$ cat src/rtl/maze_frame_reader_if.sv
// Maze read port and pixel stream bundle for maze_frame_reader.
// master = frame reader, slave = maze memory / display side.
interface maze_frame_reader_if;
    logic [10:0] maze_address;
    logic        maze_address_data;
    logic [15:0] pixel_data;
    logic        pixel_valid;
    logic        pixel_ready;

    modport master (
        output maze_address,
        output pixel_data,
        output pixel_valid,
        input  maze_address_data,
        input  pixel_ready
    );

    modport slave (
        input  maze_address,
        input  pixel_data,
        input  pixel_valid,
        output maze_address_data,
        output pixel_ready
    );
endinterface

$ cat src/rtl/maze_frame_reader.sv
// Scans the maze cell by cell and streams one RGB565 frame per frame_start,
// with the player overlaid. Define MAZE_FRAME_READER_GRID_EN to draw cell grid lines.
module maze_frame_reader #(
    parameter int          WIDTH         = 10,
    parameter int          HEIGHT        = 10,
    parameter int          CELL_PX       = 8,
    parameter int          READ_LATENCY  = 1,
    parameter logic [15:0] WALL_COLOUR   = 16'h0000,
    parameter logic [15:0] PATH_COLOUR   = 16'hFFFF,
    parameter logic [15:0] PLAYER_COLOUR = 16'hF800
) (
    input  logic         clock,
    input  logic         reset,
    input  logic         frame_start,
    input  logic [7:0]   player_x,
    input  logic [7:0]   player_y,
    output logic         frame_busy,
    output logic         frame_done,
    output logic [2:0]   o_state_dbg,
    maze_frame_reader_if.master bus
);
    // Pixel stream: a pixel transfers at a rising edge where pixel_valid && pixel_ready;
    // while pixel_valid is high and pixel_ready low, pixel_data is held unchanged.

    typedef enum logic [2:0] {
        S_IDLE  = 3'd0,
        S_FETCH = 3'd1,
        S_WAIT  = 3'd2,
        S_EMIT  = 3'd3,
        S_DONE  = 3'd4
    } state_t;

    localparam int          SHIFT    = $clog2(CELL_PX);
    localparam logic [15:0] LAST_ROW = 16'(HEIGHT * CELL_PX - 1);
    localparam logic [11:0] LAST_COL = 12'(WIDTH - 1);
    localparam logic [5:0]  LAST_PIC = 6'(CELL_PX - 1);
`ifdef MAZE_FRAME_READER_GRID_EN
    localparam logic [15:0] GRID_COLOUR = 16'h7BEF;
    localparam logic [15:0] ROW_MASK    = 16'(CELL_PX - 1);
`endif

    state_t      r_state;
    logic [15:0] r_px_row;
    logic [11:0] r_cell_col;
    logic [5:0]  r_px_in_cell;
    logic [1:0]  r_wait;
    logic [7:0]  r_player_x;
    logic [7:0]  r_player_y;
    logic [10:0] r_maze_address;
    logic [15:0] r_pixel_data;
    logic        r_pixel_valid;
    logic        r_frame_busy;
    logic        r_frame_done;
`ifdef MAZE_FRAME_READER_GRID_EN
    logic        r_cell_bit;
    logic        w_row_line;
`endif

    logic [15:0] w_cell_row;
    logic [10:0] w_maze_addr;
    logic        w_is_player;
    logic        w_accept;
    logic        w_last_pic;

    assign w_cell_row  = r_px_row >> SHIFT;
    assign w_maze_addr = 11'(w_cell_row * 16'(WIDTH) + {4'b0000, r_cell_col});
    // Off-maze player coordinates simply never match a scanned cell.
    assign w_is_player = ({4'b0000, r_player_x} == r_cell_col) &&
                         ({8'h00, r_player_y} == w_cell_row);
    assign w_accept    = r_pixel_valid && bus.pixel_ready;
    assign w_last_pic  = (r_px_in_cell == LAST_PIC);
`ifdef MAZE_FRAME_READER_GRID_EN
    assign w_row_line  = ((r_px_row & ROW_MASK) == 16'd0);
`endif

    function automatic logic [15:0] f_colour(input logic is_player, input logic is_wall);
        if (is_player) return PLAYER_COLOUR;
        if (is_wall)   return WALL_COLOUR;
        return PATH_COLOUR;
    endfunction

    always_ff @(posedge clock or negedge reset) begin
        if (!reset) begin
            r_state        <= S_IDLE;
            r_px_row       <= '0;
            r_cell_col     <= '0;
            r_px_in_cell   <= '0;
            r_wait         <= '0;
            r_player_x     <= '0;
            r_player_y     <= '0;
            r_maze_address <= '0;
            r_pixel_data   <= '0;
            r_pixel_valid  <= 1'b0;
            r_frame_busy   <= 1'b0;
            r_frame_done   <= 1'b0;
`ifdef MAZE_FRAME_READER_GRID_EN
            r_cell_bit     <= 1'b0;
`endif
        end else begin
            r_frame_done <= 1'b0;
            case (r_state)
                S_IDLE: begin
                    if (frame_start) begin
                        r_player_x   <= player_x;
                        r_player_y   <= player_y;
                        r_px_row     <= '0;
                        r_cell_col   <= '0;
                        r_px_in_cell <= '0;
                        r_frame_busy <= 1'b1;
                        r_state      <= S_FETCH;
                    end
                end
                S_FETCH: begin
                    r_maze_address <= w_maze_addr;
                    r_wait         <= 2'(READ_LATENCY);
                    r_pixel_valid  <= 1'b0;
                    r_state        <= S_WAIT;
                end
                S_WAIT: begin
                    if (r_wait == 2'd0) begin
`ifdef MAZE_FRAME_READER_GRID_EN
                        r_cell_bit   <= bus.maze_address_data;
                        r_pixel_data <= w_is_player ? PLAYER_COLOUR : GRID_COLOUR;
`else
                        r_pixel_data <= f_colour(w_is_player, bus.maze_address_data);
`endif
                        r_pixel_valid <= 1'b1;
                        r_state       <= S_EMIT;
                    end else begin
                        r_wait <= r_wait - 2'd1;
                    end
                end
                S_EMIT: begin
                    if (w_accept) begin
                        if (!w_last_pic) begin
                            r_px_in_cell <= r_px_in_cell + 6'd1;
`ifdef MAZE_FRAME_READER_GRID_EN
                            // Next pixel has px_in_cell != 0; only the row line can make it grid.
                            r_pixel_data <= (w_row_line && !w_is_player) ? GRID_COLOUR
                                                                          : f_colour(w_is_player, r_cell_bit);
`endif
                        end else begin
                            r_px_in_cell  <= '0;
                            r_pixel_valid <= 1'b0;
                            if (r_cell_col == LAST_COL) begin
                                r_cell_col <= '0;
                                if (r_px_row == LAST_ROW) begin
                                    r_px_row     <= '0;
                                    r_frame_busy <= 1'b0;
                                    r_frame_done <= 1'b1;
                                    r_state      <= S_DONE;
                                end else begin
                                    r_px_row <= r_px_row + 16'd1;
                                    r_state  <= S_FETCH;
                                end
                            end else begin
                                r_cell_col <= r_cell_col + 12'd1;
                                r_state    <= S_FETCH;
                            end
                        end
                    end
                end
                S_DONE: begin
                    r_state <= S_IDLE;
                end
                default: begin
                    r_state <= S_IDLE;
                end
            endcase
        end
    end

    assign bus.maze_address = r_maze_address;
    assign bus.pixel_data   = r_pixel_data;
    assign bus.pixel_valid  = r_pixel_valid;
    assign frame_busy       = r_frame_busy;
    assign frame_done       = r_frame_done;
    assign o_state_dbg      = r_state;
endmodule
$ cat src/flat_wrapper.sv
// flat-port wrapper written by rule: the top's interface ports become plain ports
module maze_frame_reader_flat 
#(
    parameter int          WIDTH         = 10,
    parameter int          HEIGHT        = 10,
    parameter int          CELL_PX       = 8,
    parameter int          READ_LATENCY  = 1,
    parameter logic [15:0] WALL_COLOUR   = 16'h0000,
    parameter logic [15:0] PATH_COLOUR   = 16'hFFFF,
    parameter logic [15:0] PLAYER_COLOUR = 16'hF800
)
  (clock, reset, frame_start, player_x, player_y, frame_busy, frame_done, o_state_dbg, bus_maze_address, bus_pixel_data, bus_pixel_valid, bus_maze_address_data, bus_pixel_ready);
  maze_frame_reader_if bus_i ();
  input  logic clock;
  input  logic reset;
  input  logic frame_start;
  input  logic [7:0] player_x;
  input  logic [7:0] player_y;
  output logic frame_busy;
  output logic frame_done;
  output logic [2:0] o_state_dbg;
  output wire logic [$bits(bus_i.maze_address)-1:0] bus_maze_address;
  output wire logic [$bits(bus_i.pixel_data)-1:0] bus_pixel_data;
  output wire logic [$bits(bus_i.pixel_valid)-1:0] bus_pixel_valid;
  input wire logic [$bits(bus_i.maze_address_data)-1:0] bus_maze_address_data;
  input wire logic [$bits(bus_i.pixel_ready)-1:0] bus_pixel_ready;
  assign bus_maze_address = bus_i.maze_address;
  assign bus_pixel_data = bus_i.pixel_data;
  assign bus_pixel_valid = bus_i.pixel_valid;
  assign bus_i.maze_address_data = bus_maze_address_data;
  assign bus_i.pixel_ready = bus_pixel_ready;
  maze_frame_reader #(.WIDTH(WIDTH), .HEIGHT(HEIGHT), .CELL_PX(CELL_PX), .READ_LATENCY(READ_LATENCY), .WALL_COLOUR(WALL_COLOUR), .PATH_COLOUR(PATH_COLOUR), .PLAYER_COLOUR(PLAYER_COLOUR)) u_core (.clock(clock), .reset(reset), .frame_start(frame_start), .player_x(player_x), .player_y(player_y), .frame_busy(frame_busy), .frame_done(frame_done), .o_state_dbg(o_state_dbg), .bus(bus_i));
endmodule
$ cat config.mk
export PLATFORM = sky130hd
export DESIGN_NAME = maze_frame_reader_flat
export DESIGN_NICKNAME = d
export VERILOG_FILES = /design/src/rtl/maze_frame_reader_if.sv /design/src/rtl/maze_frame_reader.sv /design/src/flat_wrapper.sv
export SDC_FILE = /design/constraint.sdc
export NUM_CORES = 1
export LEC_CHECK = 0
export ABC_AREA = 1
export CORE_MARGIN = 5
export CORE_UTILIZATION = 40
export CTS_CLUSTER_DIAMETER = 80
export DETAILED_ROUTE_END_ITERATION = 7
export GPL_TIMING_DRIVEN = 0
export PLACE_DENSITY = 0.62
export RECOVER_POWER = 50
export SLEW_MARGIN = 20
export SYNTH_ARGS = -nofsm -noshare
export SYNTH_HDL_FRONTEND = slang
export SYNTH_SLANG_ARGS = --single-unit
$ cat constraint.sdc
create_clock -name clock -period 3 [get_ports clock]
set_input_delay 0.3 -clock clock [delete_from_list [all_inputs] [get_ports clock]]
set_output_delay 0.3 -clock clock [all_outputs]
set_load 0.02 [all_outputs]
# Yosys cells after proc, flatten, opt, wreduce, memory -nomap -nowiden
# Index checks and enable logic that the tools add are counted.
# totals
latchBits,0
regBits,85
n_memories,0
in_bits,21
ram_bits,0
rom_bits,0
# op_classes
addsub,5
mux,50
bitwise,0
n_reduce_logical,16
multipliers,1
n_shift,0
n_eq_ne,15
order_cmp,0
div_mod_pow,0
# ops
operator,count
2-to-1 mux 16 bit,9
2-to-1 mux 12 bit,4
case mux 16 bit (2 select lines),1
case mux 12 bit (2 select lines),1
2-to-1 mux 1 bit,20
2-to-1 mux 3 bit,6
2-to-1 mux 6 bit,3
adder 16 x 1 -> 16 bit (second input constant),1
== test 16 x 7 -> 1 bit (second input constant),1
== test 8 x 13 -> 1 bit,1
multiplier 13 x 3 -> 10 bit (second input constant),1
adder 12 x 1 -> 12 bit (second input constant),1
== test 12 x 4 -> 1 bit (second input constant),1
== test 8 x 12 -> 1 bit,1
case mux 3 bit (4 select lines),1
case mux 6 bit (2 select lines),1
AND reduction 4 bit,3
adder 11 bit,1
inequality test 2 x 1 -> 1 bit (second input constant),5
adder 6 x 1 -> 6 bit (second input constant),1
== test 3 x 2 -> 1 bit (second input constant),2
== test 6 x 3 -> 1 bit (second input constant),1
AND reduction 2 bit,3
AND reduction 6 bit,1
other kinds (14),17

# Longest topological paths before layout
# Gate-level depths: netlist of run 1.
# logic_depth
depth_word,10
ltp_mapped,17

# Worst setup path after synthesis of run 1
# No wires, ideal clock.
# synth_path
path_type,register to register
start,register u_core.r_px_row[4]
end,"register u_core.r_maze_address[10], in the netlist u_core.bus.maze_address[10]"
t_arrival_ns,2.490
period_less_slack_ns,2.608
setup_ns,0.118
setup_slack_ns,0.392
required_time_ns,2.882
path_stages_with_launch,17
path_cell_list,dfrtp_1 > ha_1 > ha_1 > fa_1 > nand2_1 > nand3_1 > nand2_1 > xnor2_1 > ha_1 > nand2_1 > inv_1 > a21oi_1 > nand3_1 > inv_1 > nand2_1 > nand3_1 > nand2_1
# synth_between
elab_chain_cells,2
# synth_lines
item,line_no,text
"start, declared",maze_frame_reader.sv:43,logic [15:0] r_px_row;
"start signal, assigned",maze_frame_reader.sv:153,r_px_row <= r_px_row + 16'd1;
multiplier 13 x 3 -> 10 bit,maze_frame_reader.sv:66,"assign w_maze_addr = 11'(w_cell_row * 16'(WIDTH) + {4'b0000, r_cell_col});"
adder 11 bit,maze_frame_reader.sv:66,
"end signal, assigned",maze_frame_reader.sv:114,r_maze_address <= w_maze_addr;
"end, declared",maze_frame_reader.sv:49,logic [10:0] r_maze_address;
# No other way between the ends.
# A chain may end at the register's enable or synchronous reset.

# Final worst setup path of run 1
# layout_path
start,register u_core.r_px_row[7]
end,"register u_core.r_maze_address[10], in the netlist u_core.bus.maze_address[10]"
# Same word-level chain as after synthesis.

==> flow_metrics.env, run 1 <==
export IMPL_synth_seq_cells=71
export IMPL_crit_fanout=7
export IMPL_holdPathStages=2
export IMPL_layout_drive_gt1_share_pct=9.28
export IMPL_drc_errors=0
export IMPL_core_area_um2=11900
export IMPL_yosysTopAreaCell="dfrtp_1"
export IMPL_pin_count=54
export IMPL_rsz0062_at_grt="no"
export IMPL_status="complete, but fails checks"
export IMPL_first_pass_iters=4
export IMPL_ir_drop_uv=365
export IMPL_fin_crit_sh_pct=94.3
export IMPL_ys_seq_area_share_pct=36.9
export IMPL_synthCells=657
export IMPL_worst_path_buf_inv=2
export IMPL_totalPowerFinal_mw=5.04
export IMPL_fin_ws_ps=172
export IMPL_timing_rr_start="u_core.r_px_row[7]$_DFFE_PN0P_"
export IMPL_multi_input_area_um2=2540
export IMPL_clkTransAtPathRegs_ps=60
export IMPL_final_hold_violation_count=0
export IMPL_path_class="flop to flop"
export IMPL_row_count=40
export IMPL_start_kind="flop"
export IMPL_synth_edf_count=0
export IMPL_fillCellCount=1223
export IMPL_syn_to_final_growth_pct=22.5
export IMPL_ctsLongestPathBuffers=2
export IMPL_layout_area_seq_um2=1780
export IMPL_die_x_um=120
export IMPL_drt_initial_drc_count=251
export IMPL_clock_root_buffer="clkbuf_16"
export IMPL_leakage_nw=2.95
export IMPL_routed_wl_um=12300
export IMPL_clk_latency_ps=340
export IMPL_yosys_warnings=0
export IMPL_syn_nets=707
export IMPL_synthFlopType="dfrtp_1"
export IMPL_worstSetupEndpointType="flop"
export IMPL_synth_most_common_cell="nand2_1"
export IMPL_crit_slowest_cell="dfrtp_2"
export IMPL_grt_max_degree=40
export IMPL_cts_tree="done"
export IMPL_violations="capacitance limit, slew limit"
export IMPL_ant_nets=0
export IMPL_whs_ps=478
export IMPL_cpLargestDelayFamily="adder cells"
export IMPL_dpl_hpwl_um=9540
export IMPL_syn_area_per_cell_um2=7.33
export IMPL_ys_types=34
export IMPL_holdCritPathClass="flop to flop"
export IMPL_postLayoutCoreUtil_pct=49.5
export IMPL_pre_cts_ws_ps=45.9
export IMPL_vias_per_cell=5.12
export IMPL_grt_pass1_vias=4419
export IMPL_gr_usage_all_layers_pct=17.7
export IMPL_powerDensity_nw_per_um2=854
export IMPL_critPathArrivalTime_ps=3050
export IMPL_ys_top_cells_by_count="nand2_1 (172), inv_1 (83), dfrtp_1 (71)"
export IMPL_die_area_um2=14300
export IMPL_relSlewSlack_pct=-24.9
export IMPL_wl_per_cell_um=14.0
export IMPL_cts_buffers=9
export IMPL_finClkSkew_ps=7.80
export IMPL_portBuffers=53
export IMPL_initial_core_util_pct=40.4
export IMPL_synth_top_area_share_pct=36.9
export IMPL_slowest_delay_ps=480
export IMPL_required_ps=3220
export IMPL_grt_overflow_total=0
export IMPL_hold_path_end="u_core.frame_busy$_DFFE_PN0P_"
export IMPL_synthArstFlopShare_pct=100
export IMPL_gp_congestion=0.925
export IMPL_drv_slew=33
export IMPL_antenna_found_initial=0
export IMPL_r2r_slack_ps=170
export IMPL_tightest_slew_ps=1870
export IMPL_diodes=0
export IMPL_fin_nets=779
export IMPL_htree_num_levels=3
export IMPL_synth_area_um2=4810
export IMPL_worstHoldStart="u_core.frame_busy$_DFFE_PN0P_"
export IMPL_die_h_um=120
export IMPL_numClockSinks=71
export IMPL_finalSetupViolCount=0
export IMPL_r2r_end="u_core.bus.maze_address[10]$_DFFE_PN0P_"
export IMPL_grt_pass1_wl_um=20600
export IMPL_crit_top_cell="nand2_1"
export IMPL_fmax_mhz=354
export IMPL_worstPathCellList="ha_1 -> ha_1 -> nand3_1 -> nand3_1 -> nand2_1 -> nand2_1 -> a21oi_1 -> xnor2_1 -> ha_1 -> nand2_1 -> inv_1 -> a21oi_1 -> nand3_1 -> inv_1 -> nand2_1 -> nand3_1 -> nand2_1"
export IMPL_r2r_cells=17
export IMPL_netlist_top_cells_area="dfrtp_1 (37%), nand2_1 (13%), ha_1 (7.0%)"
export IMPL_cap_violations=1
export IMPL_vias=4509
export IMPL_post_route_min_period_ps=2830
## worst min-delay path, stage by stage (launching register included)
cell and delay, ps:
dfrtp_1 340, nand2_1 50, nand2_1 50
## stage by stage
stage	setup TNS, ps	area [um^2]	instances
finish	0	5900	880
global route	0	5900	880
CTS	0	5850	874
detailed placement	0	5550	858
global placement	-61660	5530	857
floorplan	0	4810	657
## cell families (layout without fill, tap and decap cells)
group           after synthesis  in the layout  synth area share (%)
simple gates                341            341                  31.0
compound gates               76             76                  8.45
buf+inv                     113            189                  10.3
mux                          11             11                  2.57
xor+xnor                     16             16                  2.91
fa+ha+maj                    29             29                  7.85
flops                        71             71                  36.9
## cells in the final DEF (no fill, tap or decap), drive strengths merged, types with 2 or more instances in the layout
cell type,n
dlygate4sd3,6
a21oi,21
dfrtp,71
a31oi,2
nor3,18
o21ai,47
clkbuf,19
nand3b,3
xor2,7
o21bai,2
ha,27
nand2,177
o22ai,2
xnor2,9
clkdlybuf4s50,47
nand4,22
buf,27
nand3,57
inv,87
nor2,63
mux2,11
fa,2
## worst max path at each step
stage | to | slack [ps] | depth (start not counted) | startpoint
6_report | u_core.bus.maze_address[10]$_DFFE_PN0P_ | 170 | 17 | u_core.r_px_row[7]$_DFFE_PN0P_
5_1_grt | u_core.bus.maze_address[10]$_DFFE_PN0P_ | 20 | 17 | u_core.r_px_row[7]$_DFFE_PN0P_
3_5_place_dp | u_core.bus.maze_address[10]$_DFFE_PN0P_ | 50 | 16 | u_core.r_px_row[4]$_DFFE_PN0P_
3_3_place_gp | u_core.r_px_row[12]$_DFFE_PN0P_ | -870 | 1 | reset
4_1_cts | u_core.bus.maze_address[10]$_DFFE_PN0P_ | 30 | 16 | u_core.r_px_row[4]$_DFFE_PN0P_
2_1_floorplan | u_core.bus.maze_address[10]$_DFFE_PN0P_ | 390 | 16 | u_core.r_px_row[4]$_DFFE_PN0P_
## layer usage
metal	GRT usage, %	up-vias	wire (um)
met3	2.64	22	442
li1	-	2272	-
met4	8.02	0	317
met1	22.9	2118	5600
met2	29.2	97	5930
met5	0	-	0
## power breakdown
| part | internal [mW] | switching (mW) |
|---|---|---|
| sequential | 1.17 | 0.230 |
| combinational | 1.06 | 1.50 |
| clock | 0.683 | 0.393 |
| total | 2.92 | 2.12 |
## cell type report
cell class	instances	area share, %
buffer	26	2.84
clock buffer	12	4.35
clock inverter	3	0.721
inverter	87	5.58
multi-input combinational	473	43.0
sequential	71	30.2
tap	147	3.12
timing repair buffer	61	10.2
## state kept, by name (all words and copies together) (netlist names)
name and cells:
u_core.r_player_x 8, u_core.r_px_in_cell 6, u_core.bus.maze_address 11, u_core.r_cell_col 12, u_core.bus.pixel_data 2, u_core.frame_done 1
u_core.r_player_y 8, u_core.r_wait 2, u_core.r_px_row 16, u_core.bus.pixel_valid 1, u_core.frame_busy 1, u_core.o_state_dbg 3
## timing repair
item,4_1_cts,5_1_grt
endpoints found under the setup margin,0,2
endpoints found under the hold margin,32,0
buffers inserted,0,6
gates resized for setup,0,7
hold buffers,1,0
No activity file was read; power rests on OpenSTA's default activity.
==> inputs of run 2 (changes only) <==
--- a/config.mk
+++ b/config.mk
@@ -6,12 +6,14 @@
 export NUM_CORES = 1
 export LEC_CHECK = 0
 export ABC_AREA = 1
+export CELL_PAD_IN_SITES_DETAIL_PLACEMENT = 0
+export CELL_PAD_IN_SITES_GLOBAL_PLACEMENT = 1
 export CORE_MARGIN = 5
 export CORE_UTILIZATION = 40
 export CTS_CLUSTER_DIAMETER = 80
 export DETAILED_ROUTE_END_ITERATION = 7
 export GPL_TIMING_DRIVEN = 0
-export PLACE_DENSITY = 0.62
+export PLACE_DENSITY = 0.8
 export RECOVER_POWER = 50
 export SLEW_MARGIN = 20
 export SYNTH_ARGS = -nofsm -noshare
==> flow_metrics.env, run 2 (synthesis gave the netlist of run 1 again) <==
export IMPL_status="complete, but fails checks"
export IMPL_violations="capacitance limit, slew limit"
export IMPL_row_count=40
export IMPL_powerDensity_nw_per_um2=867
export IMPL_worstHoldStart="u_core.bus.maze_address[10]$_DFFE_PN0P_"
export IMPL_wl_per_cell_um=14.7
export IMPL_fin_ws_ps=276
export IMPL_drc_errors=0
export IMPL_post_route_min_period_ps=2720
export IMPL_first_pass_iters=5
export IMPL_vias=4489
export IMPL_vias_per_cell=5.10
export IMPL_clock_root_buffer="clkbuf_16"
export IMPL_syn_to_final_growth_pct=22.9
export IMPL_totalPowerFinal_mw=5.13
export IMPL_required_ps=3280
export IMPL_ir_drop_uv=439
export IMPL_antenna_found_initial=0
export IMPL_cap_violations=1
export IMPL_numClockSinks=71
export IMPL_worstSetupEndpointType="flop"
export IMPL_finClkSkew_ps=8.06
export IMPL_timing_rr_start="u_core.r_px_row[4]$_DFFE_PN0P_"
export IMPL_power_internal_mw=2.94
export IMPL_fin_crit_sh_pct=90.8
export IMPL_grt_max_degree=41
export IMPL_layout_drive_gt1_share_pct=9.81
export IMPL_pre_cts_ws_ps=69.3
export IMPL_initial_core_util_pct=40.4
export IMPL_switching_share_pct=42.7
export IMPL_ant_nets=0
export IMPL_fin_nets=779
export IMPL_holdCritPathClass="flop to flop"
export IMPL_largest_register_ffs=16
export IMPL_fillCellCount=1220
export IMPL_grt_pass1_vias=4426
export IMPL_final_common_cell="nand2_1"
export IMPL_die_area_um2=14300
export IMPL_core_area_um2=11900
export IMPL_clkTransAtPathRegs_ps=60
export IMPL_portBuffers=53
export IMPL_switching_power_mw=2.19
export IMPL_grt_overflow_total=0
export IMPL_cts_buffers=9
export IMPL_whs_ps=475
export IMPL_path_class="flop to flop"
export IMPL_comb_power_share_pct=50.9
export IMPL_die_x_um=120
export IMPL_critPathArrivalTime_ps=3010
export IMPL_diodes=0
export IMPL_post_place_cells=858
export IMPL_gr_usage_all_layers_pct=19.1
export IMPL_startpoint="u_core.r_px_row[4]$_DFFE_PN0P_"
export IMPL_gp_congestion=0.891
export IMPL_crit_fanout=4
export IMPL_dpl_hpwl_um=9860
export IMPL_htree_num_levels=3
export IMPL_ctsLongestPathBuffers=2
export IMPL_relSlewSlack_pct=-20.9
export IMPL_grt_pass1_wl_um=21800
export IMPL_finalSetupViolCount=0
export IMPL_fmax_mhz=367
export IMPL_pwr_share_clk_pct=21.4
export IMPL_rsz0062_at_grt="no"
export IMPL_power_frac_seq_pct=27.7
export IMPL_clk_latency_ps=340
export IMPL_routed_wl_um=12900
export IMPL_leakage_nw=2.97
export IMPL_drv_slew=32
export IMPL_top_register="u_core.r_px_row"
export IMPL_fin_area_um2=5910
export IMPL_final_hold_violation_count=0
export IMPL_start_kind="flop"
export IMPL_cts_tree="done"
export IMPL_instances_no_fill=881
export IMPL_die_h_um=120
export IMPL_placed_area_um2=5550
export IMPL_layout_common_cells="nand2_1 (174), inv_1 (83), dfrtp_1 (66)"
export IMPL_drt_initial_drc_count=350
export IMPL_pin_count=54
export IMPL_tightest_slew_ps=1810
## run 2: critical path, cell delays in order (launching register included)
cell and delay, ps:
dfrtp_2 410, ha_1 300, ha_1 230, fa_2 380
nand2_1 70, nand3_1 90, nand2_1 90, xnor2_1 70
ha_1 350, nand2_1 80, nor2_1 130, nand3_1 90
nand3_1 120, inv_1 50, nand2_1 60, nand3_1 60
nand2_1 90
## run 2: cell type report
class	count	area, um^2	share of cell area [%]
Buffer	26	168	2.83
Clock buffer	11	253	4.27
Clock inverter	5	56.3	0.952
Inverter	87	329	5.56
Multi-Input combinational cell	473	2540	43.0
Sequential cell	71	1780	30.1
Tap cell	147	184	3.11
Timing Repair Buffer	61	599	10.1
## run 2: layer usage
| metal | GRT usage [%] | share of wire, % |
|---|---|---|
| met5 | 0 | 0 |
| met1 | 25.2 | 47 |
| met4 | 7.23 | 2.2 |
| met3 | 3.02 | 4.0 |
| met2 | 31.5 | 47 |
## run 2: worst paths after layout
path,endpoint,slack (ps),depth (start not counted)
setup / recovery,u_core.bus.maze_address[10]$_DFFE_PN0P_,280,16
hold / removal,u_core.bus.maze_address[10]$_DFFE_PN0P_,480,2
setup reg to reg,u_core.bus.maze_address[10]$_DFFE_PN0P_,280,16
hold reg to reg,u_core.bus.maze_address[10]$_DFFE_PN0P_,480,2
max in group asynchronous,u_core.r_px_in_cell[1]$_DFFE_PN0P_,960,2
min in group asynchronous,u_core.bus.maze_address[9]$_DFFE_PN0P_,990,2
## run 2: power by group through the flow
stage                     clock, mW  sequential [mW]  combinational [mW]
after floorplan                   0             1.45                1.72
after global placement            0             1.42                2.50
after detailed placement          0             1.43                2.55
after CTS                      1.13             1.42                2.56
after global routing           1.18             1.45                2.95
final                          1.10             1.42                2.61
## run 2: what timing repair did
| action | CTS | global route |
|---|---|---|
| buffers inserted | 0 | 6 |
| resized for setup | 0 | 8 |
| hold buffers | 1 | 0 |
| hold endpoints to repair | 31 | 0 |
| setup endpoints to repair | 0 | 3 |
## run 2: through the flow
| stage | utilization [%] | TNS, ps |
|---|---|---|
| finish | 49.7 | 0 |
| global route | 49.7 | 0 |
| CTS | 49.2 | 0 |
| detailed placement | 46.6 | 0 |
| global placement | 46.4 | -70920 |
| floorplan | - | 0 |
==> variant 1 (flow settings as in run 2) <==
`CELL_PX` is set to 8 in 2 places; all go to 16.
--- a/src/rtl/maze_frame_reader.sv
+++ b/src/rtl/maze_frame_reader.sv
@@ -5,3 +5,3 @@
     parameter int          HEIGHT        = 10,
-    parameter int          CELL_PX       = 8,
+    parameter int          CELL_PX       = 16,
     parameter int          READ_LATENCY  = 1,
--- a/src/flat_wrapper.sv
+++ b/src/flat_wrapper.sv
@@ -5,3 +5,3 @@
     parameter int          HEIGHT        = 10,
-    parameter int          CELL_PX       = 8,
+    parameter int          CELL_PX       = 16,
     parameter int          READ_LATENCY  = 1,
Formal check against the unedited RTL: same outputs for any inputs over 10 cycles, from zero or initial values and one cycle with reset low; that may be too few to reach the edited logic, so the function may still have changed.
==> variant 1 against run 2 <==
The run still ends with max-capacitance violations, max-slew violations left. Sequential share of layout area decreased by 0.34 points. Sequential cell count unchanged. Synthesized area increased by 1.1%. Global-route usage decreased by 0.71 points. Final area increased by 1.0%. Routed wire length decreased by 3.5%. Total power increased by 4.1%. Setup slack got worse by 45 ps. Largest power group unchanged.
==> variant 1: results (changes against run 2) <==
Last weighted congestion value of the routability-driven placer: 0.8714 (-2.1%)
Post-Synth XOR/XNOR Area: 3.418% (+0.51 points)
Critical Path AT: 3000 ps (about the same)
Number of maximum-capacitance violations: 1 (unchanged)
Final wirelength: 12,460 microns (-3.5%)
Pin count of the biggest net entering global routing: 43 (+4.9%)
Final net count: 798 (+2.4%)
Sequential area share after synthesis: 36.49% (-0.42 points)
Routed wl met2: 5583 microns (-7.9%)
Met1 track demand over resource: 24.77% (-0.46 points)
Vias in the first global route: 4,341 (-1.9%)
Slew Limit Fails: 31 (-3.1%)
Total via count in the routed design: 4,552 (+1.4%)
Leakage power figure: 2.979 nW (+0.39%)
Critical path peak fanout: 6 (+2)
Proportion of power drawn by flip-flops and latches: 30.7% (+3.0 points)
Wire length of the first global-routing pass: 21,390 microns (-2.0%)
M3 GR Usage: 3.134% (+0.12 points)
Final worst clock skew: 4.331 ps (-3.726 ps)
M1 wire length: 5866 microns (-3.0%)
Fraction of final layout cells sized beyond drive strength 1: 10.67% (+0.86 points)
Register-to-register path setup slack: 230 ps (-50 ps)
Multiplexer share of the synthesized area: 0% (-2.6 points)
Violated checks: max-capacitance violations, max-slew violations
Global routing usage on met2: 28.98% (-2.6 points)
Critical path origin: u_core.r_px_row[5]$_DFFE_PN0P_
Half-perimeter wire length after placement: 9555 microns (-3.1%)
Status: finished, violations left
==> variant 1: cell families after synthesis <==
kind of cell / Yosys count
and+or+nand+nor: 365
adders and majority gates: 29
DFF: 71
buffers and inverters: 114
xor gates and xnor gates: 19
AOI/OAI and AO/OA: 74
==> variant 1: through the flow <==
stage / total power, mW / instance area (sq um) / instances / TNS [ps] / setup slack [ps]
6_report: 5.336 / 5974 / 897 / 0 / 230.6
3_3_place_gp: 4.324 / 5583 / 872 / -66390 / -939.3
2_1_floorplan: 3.417 / 4868 / 672 / 0 / 388.3
4_1_cts: 5.395 / 5897 / 887 / 0 / 29.56
5_1_grt: 5.815 / 5974 / 897 / -12.60 / -12.60
3_5_place_dp: 4.365 / 5600 / 873 / -60.65 / -60.65
==> variant 1: worst min-delay path by stage <==
| stage | slack, ps | from | endpoint | cells after the start |
|---|---|---|---|---|
| 3_5_place_dp | 270 | reset | u_core.bus.maze_address[7]$_DFFE_PN0P_ | 1 |
| 2_1_floorplan | 4 | reset | u_core.bus.maze_address[0]$_DFFE_PN0P_ | 0 |
| 5_1_grt | 490 | u_core.frame_busy$_DFFE_PN0P_ | u_core.frame_busy$_DFFE_PN0P_ | 2 |
| 3_3_place_gp | 460 | u_core.bus.maze_address[1]$_DFFE_PN0P_ | u_core.bus.maze_address[1]$_DFFE_PN0P_ | 2 |
| 6_report | 470 | u_core.bus.maze_address[1]$_DFFE_PN0P_ | u_core.bus.maze_address[1]$_DFFE_PN0P_ | 2 |
| 4_1_cts | 460 | reset | u_core.bus.maze_address[10]$_DFFE_PN0P_ | 2 |
==> variant 1: area by class of cell <==
cell class              count  area share (%)
clock buffers              12           4.461
multi-input cells         487           43.39
inverters                  84           5.571
well taps                 147           3.079
flip-flops and latches     71           29.80
clock inverters             1         0.08377
repair buffers             65           10.32
plain buffers              30           3.288
==> variant 2 (settings of run 2) <==
Without the edit above. Register the output `o_state_dbg` once more, cleared by the reset; this adds one clock of latency there. The other outputs are not delayed to match.
--- a/src/rtl/maze_frame_reader.sv
+++ b/src/rtl/maze_frame_reader.sv
@@ -177,3 +177,9 @@
     assign frame_done       = r_frame_done;
-    assign o_state_dbg      = r_state;
+    always_ff @(posedge clock or negedge reset) begin
+        if (!reset) begin
+            o_state_dbg <= '0;
+        end else begin
+            o_state_dbg <= r_state;
+        end
+    end
 endmodule
Function: changed (a bounded check fails within 4 cycles, from zero or initial values and one cycle with reset low).
==> variant 2 against run 2 <==
Routed wire length fell by 8.4%. Combinational power fell by 8.4%. Sequential cell count grew 3. Setup slack lost 12 ps. Total power is 1.9% lower. Clock skew down 4.8 ps. Synthesized area up 1.1%. Final area down 0.36%. Critical path type unchanged. Highest routed layer unchanged.
==> variant 2: results (changes against run 2) <==
Leakage power figure: 2.851 nW (-3.9%)
Fraction of final layout cells sized beyond drive strength 1: 10.24% (+0.43 points)
Top post-synthesis cells by area: dfrtp_1 38%, nand2_1 13%, ha_1 6.9%
Critical Path AT: 2960 ps (-50 ps)
WHS Path Cells: 0 (-2)
# placed instances: 842 (-1.9%)
Last weighted congestion value of the routability-driven placer: 0.8795 (-1.2%)
Sequential area share after synthesis: 38.06% (+1.1 points)
Status: finished clean
Total via count in the routed design: 4,250 (-5.3%)
Root Driver: clkbuf_16
Number of different library cells in the post-synthesis netlist: 37 (+8.8%)
Half-perimeter wire length after placement: 9262 microns (-6.1%)
Final wirelength: 11,820 microns (-8.4%)
Min Clock Period, post-route: 2736 ps (+11.66 ps)
Buffers from clock root to sink, at most: 2 (unchanged)
Hold Path Origin: u_core.r_state[2]$_DFFE_PN0P_
Final worst clock skew: 3.268 ps (-4.790 ps)
Wire length of the first global-routing pass: 19,860 microns (-9.0%)
Final net count: 759 (-2.6%)
Overall routing resource usage: 17.00% (-2.1 points)
Antenna violations before repair: 0 (unchanged)
Endpoint with the worst hold slack: u_core.o_state_dbg[2]$_DFF_PN0_
Vias in the first global route: 4,017 (-9.2%)
Most numerous cell types in the synthesized netlist: 174 x nand2_1, 74 x dfrtp_1, 71 x inv_1, 57 x nor2_1, 48 x nand3_1
Actual slew at the worst max-slew pin: 1233 ps (-580.3 ps)
Register with the most flip-flops: u_core.r_px_row
Nets in the synthesized netlist: 691 (-2.3%)
Worst slack at placement: 91.06 ps (+21.77 ps)
Final non-filler cell total: 860 (-2.4%)
IR drop worst, VDD: 0.4274 mV (-2.7%)
Iter 0 DRT Violations: 211 (-40%)
Final hold slack: 468.1 ps (-7.306 ps)
Cell count after synthesis: 641 (-2.4%)
Area after DPL: 5605 sq um (+1.1%)
Pin count of the biggest net entering global routing: 56 (+37%)
Worst Reg-to-Reg Cells: 15 (-1)
## variant 2: area by class of cell
| type | count | area [sq um] |
|---|---|---|
| Clock buffer | 13 | 260.3 |
| Buffer | 28 | 181.4 |
| Tap cell | 147 | 183.9 |
| Sequential cell | 74 | 1856 |
| Timing Repair Buffer | 57 | 576.8 |
| Inverter | 77 | 301.5 |
| Clock inverter | 2 | 12.51 |
| Multi-Input combinational cell | 462 | 2521 |
| Fill cell | 1188 | 6068 |
## variant 2: repair_timing
action | CTS | global route
endpoints found under the hold margin | 19 | 0
hold buffers | 1 | 0
resized for setup | 0 | 5
setup buffers | 0 | 2
setup endpoints to repair | 0 | 2
## variant 2: critical path: stages, from the launching register on
cell     delay (ps)
dfrtp_2         450
ha_1            320
ha_1            230
fa_2            370
nand2_1          70
nand3_1          80
nand2_1          80
xnor2_1          70
ha_1            330
nand2_1          90
nor2_1          120
nand3_1          90
nand3_1         110
nand3_1          80
nand3_1          80
nand2_1          50
## variant 2: logic make-up after synthesis
family / after synthesis / share of synthesized area, %
and+or+nand+nor: 326 / 29.29
buffers and inverters: 105 / 9.926
DFF: 74 / 38.06
AOI/OAI and AO/OA: 71 / 7.714
adders and majority gates: 29 / 7.765
xor gates and xnor gates: 21 / 3.780
muxes: 15 / 3.471
## variant 2: metal layers
layer	GRT usage (%)	wire length, microns
met1	24.05	5597
met2	26.69	5562
met3	3.321	496
met4	4.533	165
met5	0	0
## variant 2: where the power goes
group | internal, mW | total (mW) | switching (mW) | leakage [nW]
combinational | 1.03 | 2.39 | 1.36 | 1.77
sequential | 1.35 | 1.65 | 0.300 | 0.946
clock | 0.599 | 0.987 | 0.388 | 0.132
total | 2.98 | 5.03 | 2.05 | 2.85
